$ cat src/rtl/qtu_pkt_scheduler.sv
// Packet queue and sequencer for the Q-table update engine: filters packet types,
// buffers accepted packets, and runs the en/done handshake. Optional macro QTU_TIMEOUT_EN adds a WAIT abort.
module qtu_pkt_scheduler #(
  parameter int FIFO_DEPTH     = 4,
  parameter int TIMEOUT_CYCLES = 256
) (
  input  logic                          clk,
  input  logic                          nrst,
  input  logic                          pkt_valid,
  output logic                          pkt_ready,
  input  logic [15:0]                   pkt_source_id,
  input  logic [15:0]                   pkt_cluster_id,
  input  logic [15:0]                   pkt_energy,
  input  logic [15:0]                   pkt_qvalue,
  input  logic [2:0]                    pkt_type,
  output logic [15:0]                   fSourceID,
  output logic [15:0]                   fClusterID,
  output logic [15:0]                   fEnergyLeft,
  output logic [15:0]                   fQValue,
  output logic [2:0]                    fPacketType,
  output logic                          qtu_en,
  input  logic                          qtu_done,
  output logic                          busy,
  output logic [$clog2(FIFO_DEPTH):0]   fifo_count,
  output logic [7:0]                    drop_count,
  output logic                          timeout_flag
);
  localparam int PTR_W = $clog2(FIFO_DEPTH);
  localparam int CNT_W = PTR_W + 1;

  typedef struct packed {
    logic [15:0] srcId;
    logic [15:0] clusterId;
    logic [15:0] energy;
    logic [15:0] qValue;
    logic [2:0]  pktType;
  } pkt_t;

  typedef enum logic [1:0] {S_IDLE, S_START, S_WAIT} state_t;

  state_t             state, nextState;
  pkt_t               mem [FIFO_DEPTH];
  pkt_t               inPkt, hold;
  logic [PTR_W-1:0]   wrPtr, rdPtr;
  logic               accept, typeOk, push, drop, pop;

  assign inPkt     = '{pkt_source_id, pkt_cluster_id, pkt_energy, pkt_qvalue, pkt_type};
  assign pkt_ready = (fifo_count != CNT_W'(FIFO_DEPTH));
  assign accept    = pkt_valid & pkt_ready;
  assign typeOk    = (pkt_type == 3'd1) || (pkt_type == 3'd2);
  assign push      = accept & typeOk;
  assign drop      = accept & ~typeOk;
  assign pop       = (state == S_IDLE) && (fifo_count != '0);

  assign fSourceID   = hold.srcId;
  assign fClusterID  = hold.clusterId;
  assign fEnergyLeft = hold.energy;
  assign fQValue     = hold.qValue;
  assign fPacketType = hold.pktType;

`ifdef QTU_TIMEOUT_EN
  logic [15:0] waitCnt;
  logic        toFire;

  // A coincident done takes priority, so the abort only fires with done low.
  assign toFire = (state == S_WAIT) && !qtu_done && (waitCnt == 16'(TIMEOUT_CYCLES - 1));

  always_ff @(posedge clk or posedge nrst) begin
    if (nrst) begin
      waitCnt      <= '0;
      timeout_flag <= 1'b0;
    end else begin
      if (state == S_START)     waitCnt <= '0;
      else if (state == S_WAIT) waitCnt <= waitCnt + 16'd1;
      if (toFire) timeout_flag <= 1'b1;
    end
  end
`else
  assign timeout_flag = 1'b0;
`endif

  always_comb begin
    nextState = state;
    qtu_en    = 1'b0;
    busy      = 1'b1;
    unique case (state)
      S_IDLE: begin
        busy = 1'b0;
        if (pop) nextState = S_START;
      end
      S_START: begin
        qtu_en    = 1'b1;
        nextState = S_WAIT;
      end
      S_WAIT: begin
        if (qtu_done) nextState = S_IDLE;
`ifdef QTU_TIMEOUT_EN
        else if (toFire) nextState = S_IDLE;
`endif
      end
      default: nextState = S_IDLE;
    endcase
  end

  // Storage has no reset; pointers and count define which entries are live.
  always_ff @(posedge clk) begin
    if (push) mem[wrPtr] <= inPkt;
  end

  always_ff @(posedge clk or posedge nrst) begin
    if (nrst) begin
      state      <= S_IDLE;
      wrPtr      <= '0;
      rdPtr      <= '0;
      fifo_count <= '0;
      drop_count <= '0;
      hold       <= '0;
    end else begin
      state <= nextState;
      if (push) wrPtr <= wrPtr + 1'b1;
      if (pop) begin
        rdPtr <= rdPtr + 1'b1;
        hold  <= mem[rdPtr];
      end
      case ({push, pop})
        2'b10:   fifo_count <= fifo_count + 1'b1;
        2'b01:   fifo_count <= fifo_count - 1'b1;
        default: fifo_count <= fifo_count;
      endcase
      if (drop && drop_count != 8'hFF) drop_count <= drop_count + 8'd1;
    end
  end
endmodule

$ cat config.mk
export PLATFORM = sky130hd
export DESIGN_NAME = qtu_pkt_scheduler
export DESIGN_NICKNAME = d
export VERILOG_FILES = /design/src/rtl/qtu_pkt_scheduler.sv
export SDC_FILE = /design/constraint.sdc
export NUM_CORES = 1
export LEC_CHECK = 0
export CORE_ASPECT_RATIO = 0.8
export CORE_MARGIN = 8
export CORE_UTILIZATION = 35
export DETAILED_ROUTE_END_ITERATION = 10
export PLACE_DENSITY_LB_ADDON = 0.08
export SLEW_MARGIN = 0
export SYNTH_ARGS = -nofsm -noshare
export SYNTH_HDL_FRONTEND = slang
export SYNTH_SLANG_ARGS = --single-unit
$ cat constraint.sdc
create_clock -name clk -period 3.29 [get_ports clk]
set_input_delay 0.8225 -clock clk [delete_from_list [all_inputs] [get_ports clk]]
set_output_delay 0.8225 -clock clk [all_outputs]
set_load 0.005 [all_outputs]
Word-level counts from Yosys, hierarchy flattened --
Memories as Yosys holds them, arrays and structs flattened. A register that Yosys moved wholly into a read port is not among the register bits. Index checks and enable logic that the tools add are counted.
Storage, ports and cells: input port bits 71, logic and storage cells 40, bits in registers 17, memories 1, bits in writable memories 268, output and inout bits 82
Memories:
- mem | depth 4, width 67, rd ports 1, clocked after Yosys merged registers in 1, write ports 1, RTL line 42 | pkt_t mem [FIFO_DEPTH];
Cells by class: $add $sub $neg 5, reduce and logical (&&, ||, !) cells 7, equality and inequality tests 10, bitwise gates (word level) 4, multiplexer cells 8
Operators with widths (count):
- adder 8 x 1 -> 8 bit (second input constant) | 1
- inequality test 8 bit (second input constant) | 1
- one-hot mux 2 bit (3 select lines) | 1
- one-hot mux 3 bit (2 select lines) | 1
- adder 2 x 1 -> 2 bit (second input constant) | 2
- equality test 2 x 1 -> 1 bit (second input constant) | 2
- equality test 2 bit (second input constant) | 2
- two-way mux 1 bit | 4
- two-way mux 2 bit | 2
- inequality test 2 bit (second input constant) | 2
- adder 3 x 1 -> 3 bit (second input constant) | 1
- AND 1 bit | 3
- equality test 3 x 1 -> 1 bit (second input constant) | 1
- equality test 3 x 2 -> 1 bit (second input constant) | 1
- inequality test 3 bit (second input constant) | 1
- nonzero test 3 bit | 1
- subtractor 3 x 1 -> 3 bit (second input constant) | 1
- logical AND 1 bit | 2
- logical NOT 2 bit | 1
- AND reduction 2 bit | 1
- nonzero test 2 bit | 1
- logical OR 1 bit | 1
- NOT 1 bit | 1

Longest topological paths before layout --
depth in word-level cells 5, mapped depth 10

Worst setup path before layout --
No wires, ideal clock.
path kind input -> register, start input pkt_type[0], end memory mem[2][0] (netlist bit) (enable), slack -64 ps, arrival time 2921 ps, stages on the path 3, path buffers 0, path through xnor2_1 nor3_2 and2_1
On the way: word-level cells in the longest chain between the ends 5, elaborated cells on any way between the ends 6, classes of those cells 2 x eq/ne; 2 x mux; 1 x bitwise; 1 x reduce/logical
RTL lines:
- start, declared | RTL line 15 | input logic [2:0] pkt_type,
- equality test 3 x 1 -> 1 bit / equality test 3 x 2 -> 1 bit (equally long branches) | RTL line 50 | assign typeOk = (pkt_type == 3'd1) || (pkt_type == 3'd2);
- logical OR 1 bit (*) | RTL line 50
- AND 1 bit (*) | RTL line 51 | assign push = accept & typeOk;
- two-way mux 1 bit (*) | RTL line 107 | if (push) mem[wrPtr] <= inPkt;
- two-way mux 1 bit (implied by the code) (*) | RTL line 107
- end, declared | RTL line 42
Every way passes the cells marked *; elsewhere a longest branch is shown, timed or not.

Worst setup path in the final report --
start register fifo_count[0], end output pkt_ready
On the way: word-level cells in the longest chain between the ends 1
RTL lines:
- start, declared | RTL line 24 | output logic [$clog2(FIFO_DEPTH):0] fifo_count,
- start signal, assigned | RTL line 126 | 2'b10: fifo_count <= fifo_count + 1'b1;
- start signal, assigned | RTL line 127 | 2'b01: fifo_count <= fifo_count - 1'b1;
- start signal, assigned | RTL line 128 | default: fifo_count <= fifo_count;
- inequality test 3 bit | RTL line 48 | assign pkt_ready = (fifo_count != CNT_W'(FIFO_DEPTH));
- end, declared | RTL line 10 | output logic pkt_ready,
No other way between the ends.

==> metrics <==
Hold Worst Slack 504 ps; register bit total from synthesis 352; internal reg-to-reg setup slack 1010 ps; DR pass1 iterations 7; most frequent cells in the layout 268 x edfxtp_1, 151 x clkdlybuf4s50_1, 82 x dfrtp_1, 67 x mux4_2, 63 x mux2_2; Synth top area share 61.5%; floorplan core area 0.0370 mm²; RSZ-0062 raised after global routing no; 1st-iter DRT viols 321; share of cells above drive strength 1 28.8%; Clock Sinks 352; Vias 6094; Port Buffers 151; CTS H-tree depth 2; CP Max Fanout 5; clock skew 8.76 ps; CP max stage cell clkdlybuf4s50_1; Die Ht 189 µm; # setup viols final 0; Post-CTS Resized 0; Residual DRC 0; ANT nets after route 0; final hold viol count 0; mean post-synth cell area 22.6 µm²; Placed Cells 1209; hold buffers post-CTS 0; Slew Limit Fails 0; leakage 5.72 nW; setup TNS 0 ps; Clock Power Share 30.5%; Hold WC Path Type flip-flop to flip-flop; Syn. warnings 0; Startpoint Class flip-flop; Seq pwr share 41.4%; Final Power 15.0 mW; clk buf depth 3; cell-internal power 11.1 mW; first-pass GRT wire length 42.0 mm; clock latency on the worst-skew pair 510 ps; num rows 63; Worst Setup Path Type flip-flop to output pin; largest net degree at the start of global routing 70; Post-Syn Area 0.0131 mm²; Tmin final 2730 ps; Detail Placement HPWL 17.1 mm; cell accounting for the most synthesized area edfxtp_1; Distinct cells, synth 32; commonest non-fill, non-tap cell in the layout edfxtp_1; total length of routed wires 27.7 mm; Final period util 82.9%; Tot GR Track Use 12.5%; syn_nets 658; post-layout net count 840; I/O pin cnt 153; clock root buffer clkbuf_16; net switching fraction of the power 26.0%; post-CTS setup buffer count 0; WP data arrival 1910 ps; f_max 0.367 GHz; final cell count without fillers 1279; most area-consuming cells after synthesis edfxtp_1 61%, dfrtp_1 16%, mux4_2 12%; Avg WL per Cell 21.7 µm; fill count 3147; CTS tree built; Num CTS Buffers 38; Layout area overhead 27.7%; GPL Wtd Cong 0.707; crit end category output pin; cell family with most CP delay buffers and inverters; initial antenna violation count 0; worst path required time 2470 ps; vias in the first global route 6676; Gate Count Post-Synth 580; P per Cell Area 897 mW/mm²; slew margin rel. 50.4%; Critical Path, Cell by Cell or3b_1, clkdlybuf4s50_1; sequential fraction of the synthesis area 77.5%; DIE AREA 0.0439 mm²; Gate power share 28.1%; Buffers & Inverters on Critical Path 1; ant diodes 0; grt total ovfl 0; NetSw 3.89 mW; Clk pin slew, worst setup/hold paths 60 ps; Vias/cell 4.76; Die X-Extent 232 µm; VDD IR max 0.485 mV; Largest stage delay, worst path 490 ps; Worst Tran Pin Value 744 ps; Initial Util 35.4%; status finished, final reports clean; max-cap viol count 0
==> cell usage after synthesis <==
library cell / number
a21oi_1: 1
and2_1: 4
buf_12: 2
buf_2: 12
buf_4: 3
buf_6: 1
clkbuf_1: 6
conb_1: 1
dfrtp_1: 84
edfxtp_1: 268
fa_1: 1
ha_1: 6
inv_1: 11
mux2_2: 63
mux2_4: 8
mux2i_1: 2
mux4_2: 67
nand2_1: 5
nand3_1: 3
nand4_1: 1
nor2_1: 5
nor2_2: 1
nor2b_1: 1
nor3_1: 6
nor3_2: 1
nor3b_1: 1
nor4_1: 1
o211ai_2: 1
or2_2: 2
or3b_1: 1
xnor2_1: 5
xor2_1: 6
==> final cells by class <==
class                           instances  area, µm²  area share (%)
Clock inverter                         23        300            1.80
Timing Repair Buffer                  166       1770            10.6
Sequential cell                       352      10200            60.8
Inverter                               11       43.8           0.262
Tap cell                              487        609            3.65
Multi-Input combinational cell        193       2760            16.5
Clock buffer                           47       1070            6.39
==> layer usage <==
layer / vias up / global-route usage, % / wire (µm)
met3: 40 / 3.20 / 1580
met4: 0 / 3.24 / 458
met5: - / 0 / 0
li1: 2701 / - / -
met2: 139 / 20.3 / 13300
met1: 3214 / 16.6 / 12400
==> worst paths after layout <==
check | start | end | cells after the start
worst max register to register | fifo_count[0] | fifo_count[2] | 10
worst max-delay path | fifo_count[0] | pkt_ready | 2
max in group asynchronous | nrst | fClusterID[5] | 3
worst min register to register | fQValue[15] | fQValue[15] | 1
worst min-delay path | fQValue[15] | fQValue[15] | 1
min in group asynchronous | nrst | fQValue[1] | 2
==> through the flow <==
stage / setup slack (ps) / instance area, µm² / util (%)
5_1_grt: 483 / 16700 / 45.2
4_1_cts: 524 / 16700 / 45.2
2_1_floorplan: 302 / 13100 / -
3_5_place_dp: 273 / 15300 / 41.5
6_report: 562 / 16700 / 45.2
3_3_place_gp: 270 / 15300 / 41.5
==> power groups by stage <==
stage	registers [mW]	clock network [mW]	logic, mW
detailed placement	6.33	0	4.32
floorplan	6.00	0	2.66
finish	6.21	4.57	4.21
CTS	6.25	4.71	4.35
global route	6.34	4.88	4.55
global placement	6.28	0	4.31
==> registers in the layout, indices dropped and copies added, names as in the netlist <==
register and flops:
fQValue 16, state 2, drop_count 8, fSourceID 16, mem 268, wrPtr 2, fPacketType 3, rdPtr 2
fClusterID 16, fEnergyLeft 16, fifo_count 3
==> worst register-to-register path, delay by kind of cell, from the launching register on <==
| family | cells | cell delay (ps) |
|---|---|---|
| simple gates | 4 | 780 |
| xor+xnor | 2 | 310 |
| flops | 1 | 420 |
| buf+inv | 2 | 150 |
| fa+ha+maj | 2 | 550 |
==> cell families (layout without fill, tap and decap cells) <==
family | count (synthesis) | in the layout | synth area share (%)
flops | 352 | 352 | 77.5
mux | 140 | 140 | 18.0
buf+inv | 35 | 247 | 1.51
simple gates | 32 | 32 | 1.31
xor+xnor | 11 | 11 | 0.736
fa+ha+maj | 7 | 7 | 0.726
compound gates | 2 | 2 | 0.134
other cells | 1 | 1 | 0.0286
Power figures use the tool's default switching activity.
